<file path="src/rtl/counter_pkg.sv">
// Shared types and constants for the reloadable down-counter timebase.
package counter_pkg;

    typedef enum logic {
        ST_IDLE = 1'b0,
        ST_RUN  = 1'b1
    } state_t;

    localparam logic MODE_PERIODIC = 1'b0;
    localparam logic MODE_ONESHOT  = 1'b1;

endpackage : counter_pkg

</file>
<file path="src/rtl/counter_down_reload.sv">
// Loadable down counter with reload register, periodic/one-shot modes and
// registered terminal-count (TC) and half-period (HALF) pulses.
module counter_down_reload
    import counter_pkg::*;
#(
    parameter int WIDTH = 16
) (
    input  logic             CLK,
    input  logic             RESET_N,
    input  logic             LOAD,
    input  logic             EN,
    input  logic             MODE,
    input  logic [WIDTH-1:0] K,
    output logic [WIDTH-1:0] COUNTER,
    output logic             Z,
    output logic             TC,
    output logic             HALF,
    output logic             BUSY
);

    state_t           state, state_nxt;
    logic [WIDTH-1:0] kreg, kreg_nxt;
    logic [WIDTH-1:0] count, count_nxt;
    logic             tc_nxt, half_nxt;
    logic [WIDTH-1:0] half_point;

    assign half_point = kreg >> 1;

    always_ff @(posedge CLK or negedge RESET_N) begin
        if (!RESET_N) begin
            state <= ST_IDLE;
            kreg  <= '0;
            count <= '0;
            TC    <= 1'b0;
            HALF  <= 1'b0;
        end else begin
            state <= state_nxt;
            kreg  <= kreg_nxt;
            count <= count_nxt;
            TC    <= tc_nxt;
            HALF  <= half_nxt;
        end
    end

    always_comb begin
        state_nxt = state;
        kreg_nxt  = kreg;
        count_nxt = count;
        tc_nxt    = 1'b0;
        half_nxt  = 1'b0;
        if (LOAD) begin
            kreg_nxt  = K;
            count_nxt = K;
            state_nxt = ST_RUN;
        end else if (state == ST_RUN && EN) begin
            if (count == '0) begin
                tc_nxt = 1'b1;
                if (MODE == MODE_PERIODIC) begin
                    count_nxt = kreg;
                end else begin
                    state_nxt = ST_IDLE;
                end
            end else begin
                count_nxt = count - WIDTH'(1);
                // HALF rises together with the count reaching KREG>>1, so it
                // leads the following TC by (KREG>>1)+1 cycles.
                half_nxt  = (half_point != '0) && (count_nxt == half_point);
            end
        end
    end

    assign COUNTER = count;
    assign Z       = (count == '0);
    assign BUSY    = (state == ST_RUN);

endmodule : counter_down_reload

</file>
<file path="config.mk">
export PLATFORM = sky130hd
export DESIGN_NAME = counter_down_reload
export DESIGN_NICKNAME = d
export VERILOG_FILES = /design/src/rtl/counter_pkg.sv /design/src/rtl/counter_down_reload.sv
export SDC_FILE = /design/constraint.sdc
export NUM_CORES = 1
export LEC_CHECK = 0
export BUFFER_PORTS_ARGS = -buffer_cell sky130_fd_sc_hd__buf_2
export CORE_MARGIN = 2
export CORE_UTILIZATION = 50
export CTS_CLUSTER_SIZE = 14
export DETAILED_ROUTE_END_ITERATION = 16
export PLACE_DENSITY = 0.81
export REMOVE_ABC_BUFFERS = 1
export SLEW_MARGIN = 20
export SYNTH_ARGS = -nofsm -noshare
export SYNTH_HDL_FRONTEND = slang
export SYNTH_SLANG_ARGS = --single-unit
</file>
<file path="constraint.sdc">
create_clock -name CLK -period 2.1 [get_ports CLK]
set_input_delay 0.105 -clock CLK [delete_from_list [all_inputs] [get_ports CLK]]
set_output_delay 0.105 -clock CLK [all_outputs]
set_load 0.05 [all_outputs]
</file>
# Yosys cells after proc, flatten, opt, wreduce, memory -nomap -nowiden
# Cells that the tools add are included.
word_totals:
  ff_bits: 35
  latchBits: 0
  ram_bits: 0
  romBits: 0
  inputBits: 21
  out_inout_bits: 20
  elab_cells: 31
  n_memories: 0
op_classes:
  n_addsub: 1
  multipliers: 0
  div_mod_pow: 0
  order_cmp: 0
  eq_ne: 2
  n_shift: 0
  muxes: 14
  bitwise: 0
  n_reduce_logical: 9
ops:
  columns: ["cell", "count"]
  rows:
  - ["2-to-1 mux 16 bit", 4]
  - ["equality test 16 x 15 -> 1 bit", 1]
  - ["zero test 16 bit", 1]
  - ["nonzero test 16 bit", 1]
  - ["subtractor 16 x 1 -> 16 bit (second input constant)", 1]
  - ["2-to-1 mux 1 bit", 10]
  - ["nonzero test 2 bit", 3]
  - ["inequality test 3 bit (second input constant)", 1]
  - ["AND reduction 3 bit", 1]
  - ["logical AND 1 bit", 2]
  - ["AND reduction 2 bit", 1]

# Longest topological paths before layout
# Gate-level depths: netlist of the first run.
logic_depth:
  word_depth: 6
  depth_mapped: 11
  mapped_depth_nobuf: 8

# Worst setup path after synthesis of the first run
# Ideal clock, no wire load.
synth_path:
  path_kind: "reg-to-reg"
  start: "register count[0], in the netlist COUNTER[0]"
  end: "register count[13], in the netlist COUNTER[13]"
  setup_ns: 0.136
  arrival_ns: 2.592
  required_time_ns: 1.964
  setup_slack_ns: -0.628
  stages_incl_launch_ff: 10
  n_path_buf: 2
  period_less_slack_ns: 2.728
  path_cell_list: "dfrtp_1 > inv_1 > ha_1 > clkbuf_1 > and4_1 > clkbuf_1 > nand2_1 > clkinv_1 > o2111ai_1 > o211ai_1"
synth_between:
  elab_chain_cells: 4
  elab_cells_between_ends: 7
  classes_between: "add/sub: 1; eq/ne: 1; mux: 3; reduce/logical: 2"
synth_rtl:
  columns: ["element", "line_no", "rtl"]
  rows:
  - ["from (decl)", "counter_down_reload.sv:23", "logic [WIDTH-1:0] count, count_nxt;"]
  - ["from (signal assigned)", "counter_down_reload.sv:39", "count <= count_nxt;"]
  - ["zero test 16 bit *", null, null]
  - ["net Z", "counter_down_reload.sv:15", "output logic Z,"]
  - ["2-to-1 mux 16 bit", "counter_down_reload.sv:56", "if (count == '0) begin"]
  - ["2-to-1 mux 16 bit", "counter_down_reload.sv:55", "end else if (state == ST_RUN && EN) begin"]
  - ["2-to-1 mux 16 bit", "counter_down_reload.sv:51", "if (LOAD) begin"]
# The timed path passes the listed nets; every way through them passes the cells marked *. The select of a mux whose other input is x is not followed.
# A chain may end at the register's enable or synchronous reset.

# Worst setup path after layout of the first run
layout_path:
  start: "register count[2], in the netlist COUNTER[2]"
  end: "register HALF"
layout_between:
  elab_chain_cells: 6
  elab_cells_between_ends: 7
  classes_between: "add/sub: 1; eq/ne: 1; mux: 3; reduce/logical: 2"
layout_rtl:
  columns: ["element", "line_no", "rtl"]
  rows:
  - ["subtractor 16 x 1 -> 16 bit", "counter_down_reload.sv:64", "count_nxt = count - WIDTH'(1);"]
  - ["equality test 16 x 15 -> 1 bit", "counter_down_reload.sv:67", "half_nxt = (half_point != '0) && (count_nxt == half_point);"]
  - ["logical AND 1 bit", "counter_down_reload.sv:67", null]
  - ["2-to-1 mux 1 bit *", "counter_down_reload.sv:56", null]
  - ["2-to-1 mux 1 bit *", "counter_down_reload.sv:55", null]
  - ["2-to-1 mux 1 bit *", "counter_down_reload.sv:51", null]
  - ["net half_nxt", "counter_down_reload.sv:24", "logic tc_nxt, half_nxt;"]
  - ["to (signal assigned)", "counter_down_reload.sv:41", "HALF <= half_nxt;"]
  - ["to (decl)", "counter_down_reload.sv:17", "output logic HALF,"]
# The timed path passes the listed nets; every way through them passes the cells marked *.

==> impl_metrics.env, run 1 <==
export IMPL_clk_path_buf_depth=2
export IMPL_layout_common_cells="buf_2, buf_4, dfrtp_1"
export IMPL_rows=24
export IMPL_grt_max_degree=36
export IMPL_synth_cell_types=48
export IMPL_leakage_nw=1.32
export IMPL_path_class="reg -> reg"
export IMPL_ys_seq_elements=35
export IMPL_syn_to_final_growth_pct=33.2
export IMPL_clock_skew_ps=7.65
export IMPL_clkTransAtPathRegs_ps=70
export IMPL_fp_dieArea_sq_mm=0.00499
export IMPL_wire_per_inst_um=17.2
export IMPL_port_buffer_count=40
export IMPL_yosysTopAreaCellShare_pct=39.4
export IMPL_synthCells=258
export IMPL_antenna_cells=0
export IMPL_relSlewSlack_pct=47.4
export IMPL_fin_util_pct=68.4
export IMPL_critPathArrivalTime_ps=2570
export IMPL_core_area_sq_mm=0.00432
export IMPL_synth_ff_type="dfrtp_1"
export IMPL_wl_um=6650
export IMPL_yosys_area_top_type="dfrtp_1"
export IMPL_cap_viol_max_count=0
export IMPL_routed_via_density=5.96
export IMPL_antenna_found_initial=0
export IMPL_detail_route_antenna_nets=0
export IMPL_grt_ovfl_total=0
export IMPL_min_period_over_period_pct=111
export IMPL_finalNetCount=357
export IMPL_ctsHtreeMaxLevel=2
export IMPL_place_area_sq_mm=0.00269
export IMPL_post_place_ws_ps=-212
export IMPL_endpoint_kind="flip-flop"
export IMPL_worst_slack_ps=-241
export IMPL_synth_edf_count=0
export IMPL_grt_setup_unrepaired="yes"
export IMPL_dr_pass1_iters=5
export IMPL_startpoint_type="flip-flop"
export IMPL_syn_area_per_cell_sq_um=8.61
export IMPL_place_congestion=1.02
export IMPL_grt_use_total_pct=28.0
export IMPL_tightest_slew_ps=788
export IMPL_failed_checks="negative setup slack"
export IMPL_ir_worst_vdd_uv=362
export IMPL_drt_iter0_drc=209
export IMPL_crit_path_max_fanout=2
export IMPL_yosysWarnings=0
export IMPL_hpwlAfterDp_um=4580
export IMPL_fin_crit_ps=2340
export IMPL_die_y_um=70.7
export IMPL_grt_pass1_wl_um=10900
export IMPL_slew_violations=0
export IMPL_fmaxAchievable_mhz=427
export IMPL_finalSetupTns_ps=-438
export IMPL_clkSinkCount=35
export IMPL_die_x_um=70.7
export IMPL_ys_top_cells_by_area="dfrtp_1, xnor2_1, nand2_1"
export IMPL_required_ps=2330
export IMPL_final_area_sq_mm=0.00296
export IMPL_power_w=0.00211
export IMPL_io_pins=41
export IMPL_async_flop_share_pct=100
export IMPL_yosysSeqAreaShare_pct=39.4
export IMPL_final_layout_size_suffix_gt1_share_pct=32.9
export IMPL_hold_viol_final=0
export IMPL_cts_root_buffer="clkbuf_8"
export IMPL_initial_core_util_pct=51.4
export IMPL_cts_tree="built"
export IMPL_hp_class="in -> reg"
export IMPL_outcome="finished with violations"
export IMPL_drc=0
export IMPL_vias=2302
export IMPL_setup_viol=6
export IMPL_synth_area_sq_mm=0.00222
export IMPL_numCtsBuffers=5
export IMPL_clock_latency_ps=290
export IMPL_grt_pass1_vias=2249
export IMPL_powerDensity_mw_per_mm2=712
[metal layers]
layer / share of wire (%) / routed length [um] / GRT usage, %
met1: 41 / 2690 / 35.3
met2: 47 / 3150 / 45.2
met3: 7.2 / 480 / 6.70
met4: 4.9 / 326 / 14.3
met5: 0 / 0 / 0
[worst paths after layout]
path	end	start	slack, ps	depth (start not counted)
max in group asynchronous	COUNTER[1]$_DFFE_PN0P_	RESET_N	1170	2
min in group asynchronous	kreg[9]$_DFFE_PN0P_	RESET_N	430	2
max reg2reg	HALF$_DFF_PN0_	COUNTER[2]$_DFFE_PN0P_	-240	6
min reg2reg	BUSY$_DFFE_PN0P_	BUSY$_DFFE_PN0P_	550	2
max	HALF$_DFF_PN0_	COUNTER[2]$_DFFE_PN0P_	-240	6
min	kreg[14]$_DFFE_PN0P_	K[14]	40	3
[power by group]
group	switching [W]	leakage (nW)	internal (W)	total [W]
logic	0.000512	0.868	0.000318	0.000830
clock network	0.000234	0.0371	0.000221	0.000455
registers	0.0000763	0.419	0.000745	0.000822
[worst max-delay path: stages (launching register included)]
cell and delay, ps:
dfrtp_1 390, or4_4 580, nor4_4 320, nand4_1 210, a2111oi_4 350, o2111ai_1 170, and4bb_1 260
[state kept, by name (all words and copies together), names as in the netlist]
name and count:
COUNTER 16, TC 1, HALF 1, kreg 16, BUSY 1
[cell families (layout without fill, tap and decap cells)]
kind of cell,count (synthesis),after routing,synth area share (%)
AOI/OAI and AO/OA,69,69,21.1
xor gates and xnor gates,24,24,9.46
adders and majority gates,1,1,0.563
buffers and inverters,38,114,6.98
DFF,35,35,39.4
muxes,2,2,0.957
and+or+nand+nor,89,89,21.6
[stage by stage]
stage / hold WS [ps] / std cells
2_1_floorplan: -191 / 243
3_3_place_gp: 231 / 371
3_5_place_dp: 236 / 371
4_1_cts: 35.4 / 384
5_1_grt: 47.4 / 386
6_report: 35.2 / 386
[cell usage after synthesis (2+ instances only)]
library cell,instances
a21oi_1,4
a22o_1,2
a2bb2oi_1,2
a311oi_1,2
a31oi_1,10
buf_2,3
clkbuf_1,10
dfrtp_1,35
inv_1,22
nand2_1,32
nand2b_1,2
nand3_1,6
nand4_1,3
nor2_1,20
nor3_1,5
nor4_1,6
nor4_4,3
o2111ai_1,5
o211ai_1,9
o21a_1,3
o21ai_0,23
o311ai_0,2
or2_2,2
xnor2_1,18
xor2_1,6
[area by class of cell]
cell class | count | area [sq um]
Clock buffer | 6 | 72.6
Inverter | 23 | 93.8
Sequential cell | 35 | 876
Multi-Input combinational cell | 185 | 1280
Tap cell | 52 | 65.1
Timing Repair Buffer | 85 | 569
Fill cell | 338 | 1370
[timing repair]
| action | 4_1_cts | 5_1_grt |
|---|---|---|
| pin swaps | 4 | 7 |
| hold buffers | 1 | 0 |
| endpoints found under the setup margin | 17 | 16 |
| hold endpoints to repair | 35 | 0 |
| setup buffers | 6 | 4 |
| resized for setup | 15 | 16 |
No activity file was read; power rests on OpenSTA's default activity.
==> inputs of run 2 (changes only) <==
Settings changed: CORE_UTILIZATION 50 to 45, PLACE_DENSITY 0.81 to 0.74.
==> impl_metrics.env, run 2 (synthesized netlist as in run 1, its figures left out) <==
export IMPL_outcome="finished with violations"
export IMPL_failed_checks="negative setup slack"
export IMPL_die_y_um=74.3
export IMPL_hpwlAfterDp_um=4500
export IMPL_multiInputGateArea_sq_mm=0.00130
export IMPL_fp_dieArea_sq_mm=0.00552
export IMPL_rows=25
export IMPL_wl_um=6670
export IMPL_core_area_sq_mm=0.00475
export IMPL_detail_route_antenna_nets=0
export IMPL_ctsHtreeMaxLevel=2
export IMPL_holdWs_ps=36.3
export IMPL_powerDensity_mw_per_mm2=701
export IMPL_numCtsBuffers=5
export IMPL_clock_latency_ps=300
export IMPL_syn_to_final_growth_pct=36.8
export IMPL_layout_common_cells="buf_2, dfrtp_1, buf_4"
export IMPL_clkSinkCount=35
export IMPL_dr_pass1_iters=4
export IMPL_vias=2266
export IMPL_final_layout_size_suffix_gt1_share_pct=35.6
export IMPL_leakage_nw=1.36
export IMPL_hold_viol_final=0
export IMPL_place_congestion=0.883
export IMPL_drc=0
export IMPL_endpoint_kind="flip-flop"
export IMPL_final_cells=401
export IMPL_crit_path_max_fanout=2
export IMPL_startpoint_type="flip-flop"
export IMPL_grt_ovfl_total=0
export IMPL_initial_core_util_pct=46.7
export IMPL_grt_setup_unrepaired="yes"
export IMPL_cap_viol_max_count=0
export IMPL_place_area_sq_mm=0.00271
export IMPL_fmaxAchievable_mhz=426
export IMPL_grt_pass1_wl_um=10100
export IMPL_setup_viol=1
export IMPL_wire_per_inst_um=16.6
export IMPL_fin_crit_ps=2350
export IMPL_finalNetCount=355
export IMPL_seqCellArea_sq_um=876
export IMPL_drt_iter0_drc=152
export IMPL_clock_skew_ps=10.0
export IMPL_tightest_slew_ps=808
export IMPL_fillCellCount=410
export IMPL_clkTransAtPathRegs_ps=70
export IMPL_io_pins=41
export IMPL_dpl_cell_count=385
export IMPL_post_place_ws_ps=-217
export IMPL_relSlewSlack_pct=46.1
export IMPL_cts_tree="built"
export IMPL_port_buffer_count=40
export IMPL_cts_root_buffer="clkbuf_8"
export IMPL_grt_use_total_pct=24.3
export IMPL_required_ps=2340
export IMPL_critPathArrivalTime_ps=2590
export IMPL_hp_class="in -> reg"
export IMPL_min_period_over_period_pct=112
export IMPL_antenna_cells=0
export IMPL_slew_violations=0
export IMPL_worst_slack_ps=-248
export IMPL_ir_worst_vdd_uv=379
export IMPL_grt_pass1_vias=2089
export IMPL_clk_path_buf_depth=2
export IMPL_path_class="reg -> reg"
export IMPL_antenna_found_initial=0
export IMPL_finalSetupTns_ps=-248
export IMPL_die_x_um=74.3
export IMPL_final_common_cell="buf_2"
export IMPL_routed_via_density=5.65
export IMPL_grt_max_degree=44
export IMPL_final_area_sq_mm=0.00304
run 2: through the flow:
stage | utilization (%) | power (W)
after CTS | 59.8 | 0.00208
after detailed placement | 57.1 | 0.00158
after floorplan | - | 0.00130
after global routing | 63.9 | 0.00225
after global placement | 57.1 | 0.00157
final | 63.9 | 0.00213
run 2: power by group:
group / internal (W) / switching (W) / total, W
combinational: 0.000319 / 0.000517 / 0.000836
sequential: 0.000745 / 0.0000695 / 0.000815
clock: 0.000233 / 0.000248 / 0.000480
run 2: path summary, 6_finish.rpt:
check	start	end	slack (ps)	depth (start not counted)
worst max-delay path	COUNTER[2]$_DFFE_PN0P_	HALF$_DFF_PN0_	-250	6
worst min-delay path	K[5]	kreg[5]$_DFFE_PN0P_	40	3
worst max register to register	COUNTER[2]$_DFFE_PN0P_	HALF$_DFF_PN0_	-250	6
worst min register to register	BUSY$_DFFE_PN0P_	BUSY$_DFFE_PN0P_	550	2
max in group asynchronous	RESET_N	kreg[9]$_DFFE_PN0P_	1140	2
min in group asynchronous	RESET_N	COUNTER[0]$_DFFE_PN0P_	440	2
run 2: cell type report:
class	instances	share of cell area (%)
Timing Repair Buffer	83	20.0
Inverter	23	3.00
Tap cell	67	2.76
Clock inverter	1	0.165
Multi-Input combinational cell	185	42.7
Sequential cell	35	28.8
Clock buffer	7	2.51
run 2: worst max-delay path, stage by stage, from the launching register on:
cell and delay, ps:
dfrtp_1 380, or4_4 580, nor4_4 340, nand4_1 210
a2111oi_2 370, o2111ai_1 150, and4bb_1 270
run 2: timing repair:
| action | 4_1_cts | 5_1_grt |
|---|---|---|
| buffers inserted | 1 | 4 |
| pin swaps | 0 | 4 |
| resized for setup | 10 | 29 |
| hold endpoints to repair | 35 | 0 |
| endpoints found under the setup margin | 6 | 18 |
| hold buffers | 1 | 0 |
| cloned | 0 | 2 |
run 2: layer usage:
metal	wire length (um)	track usage, %
met1	2840	32.1
met2	3240	38.7
met3	343	5.96
met4	250	9.72
met5	0	0
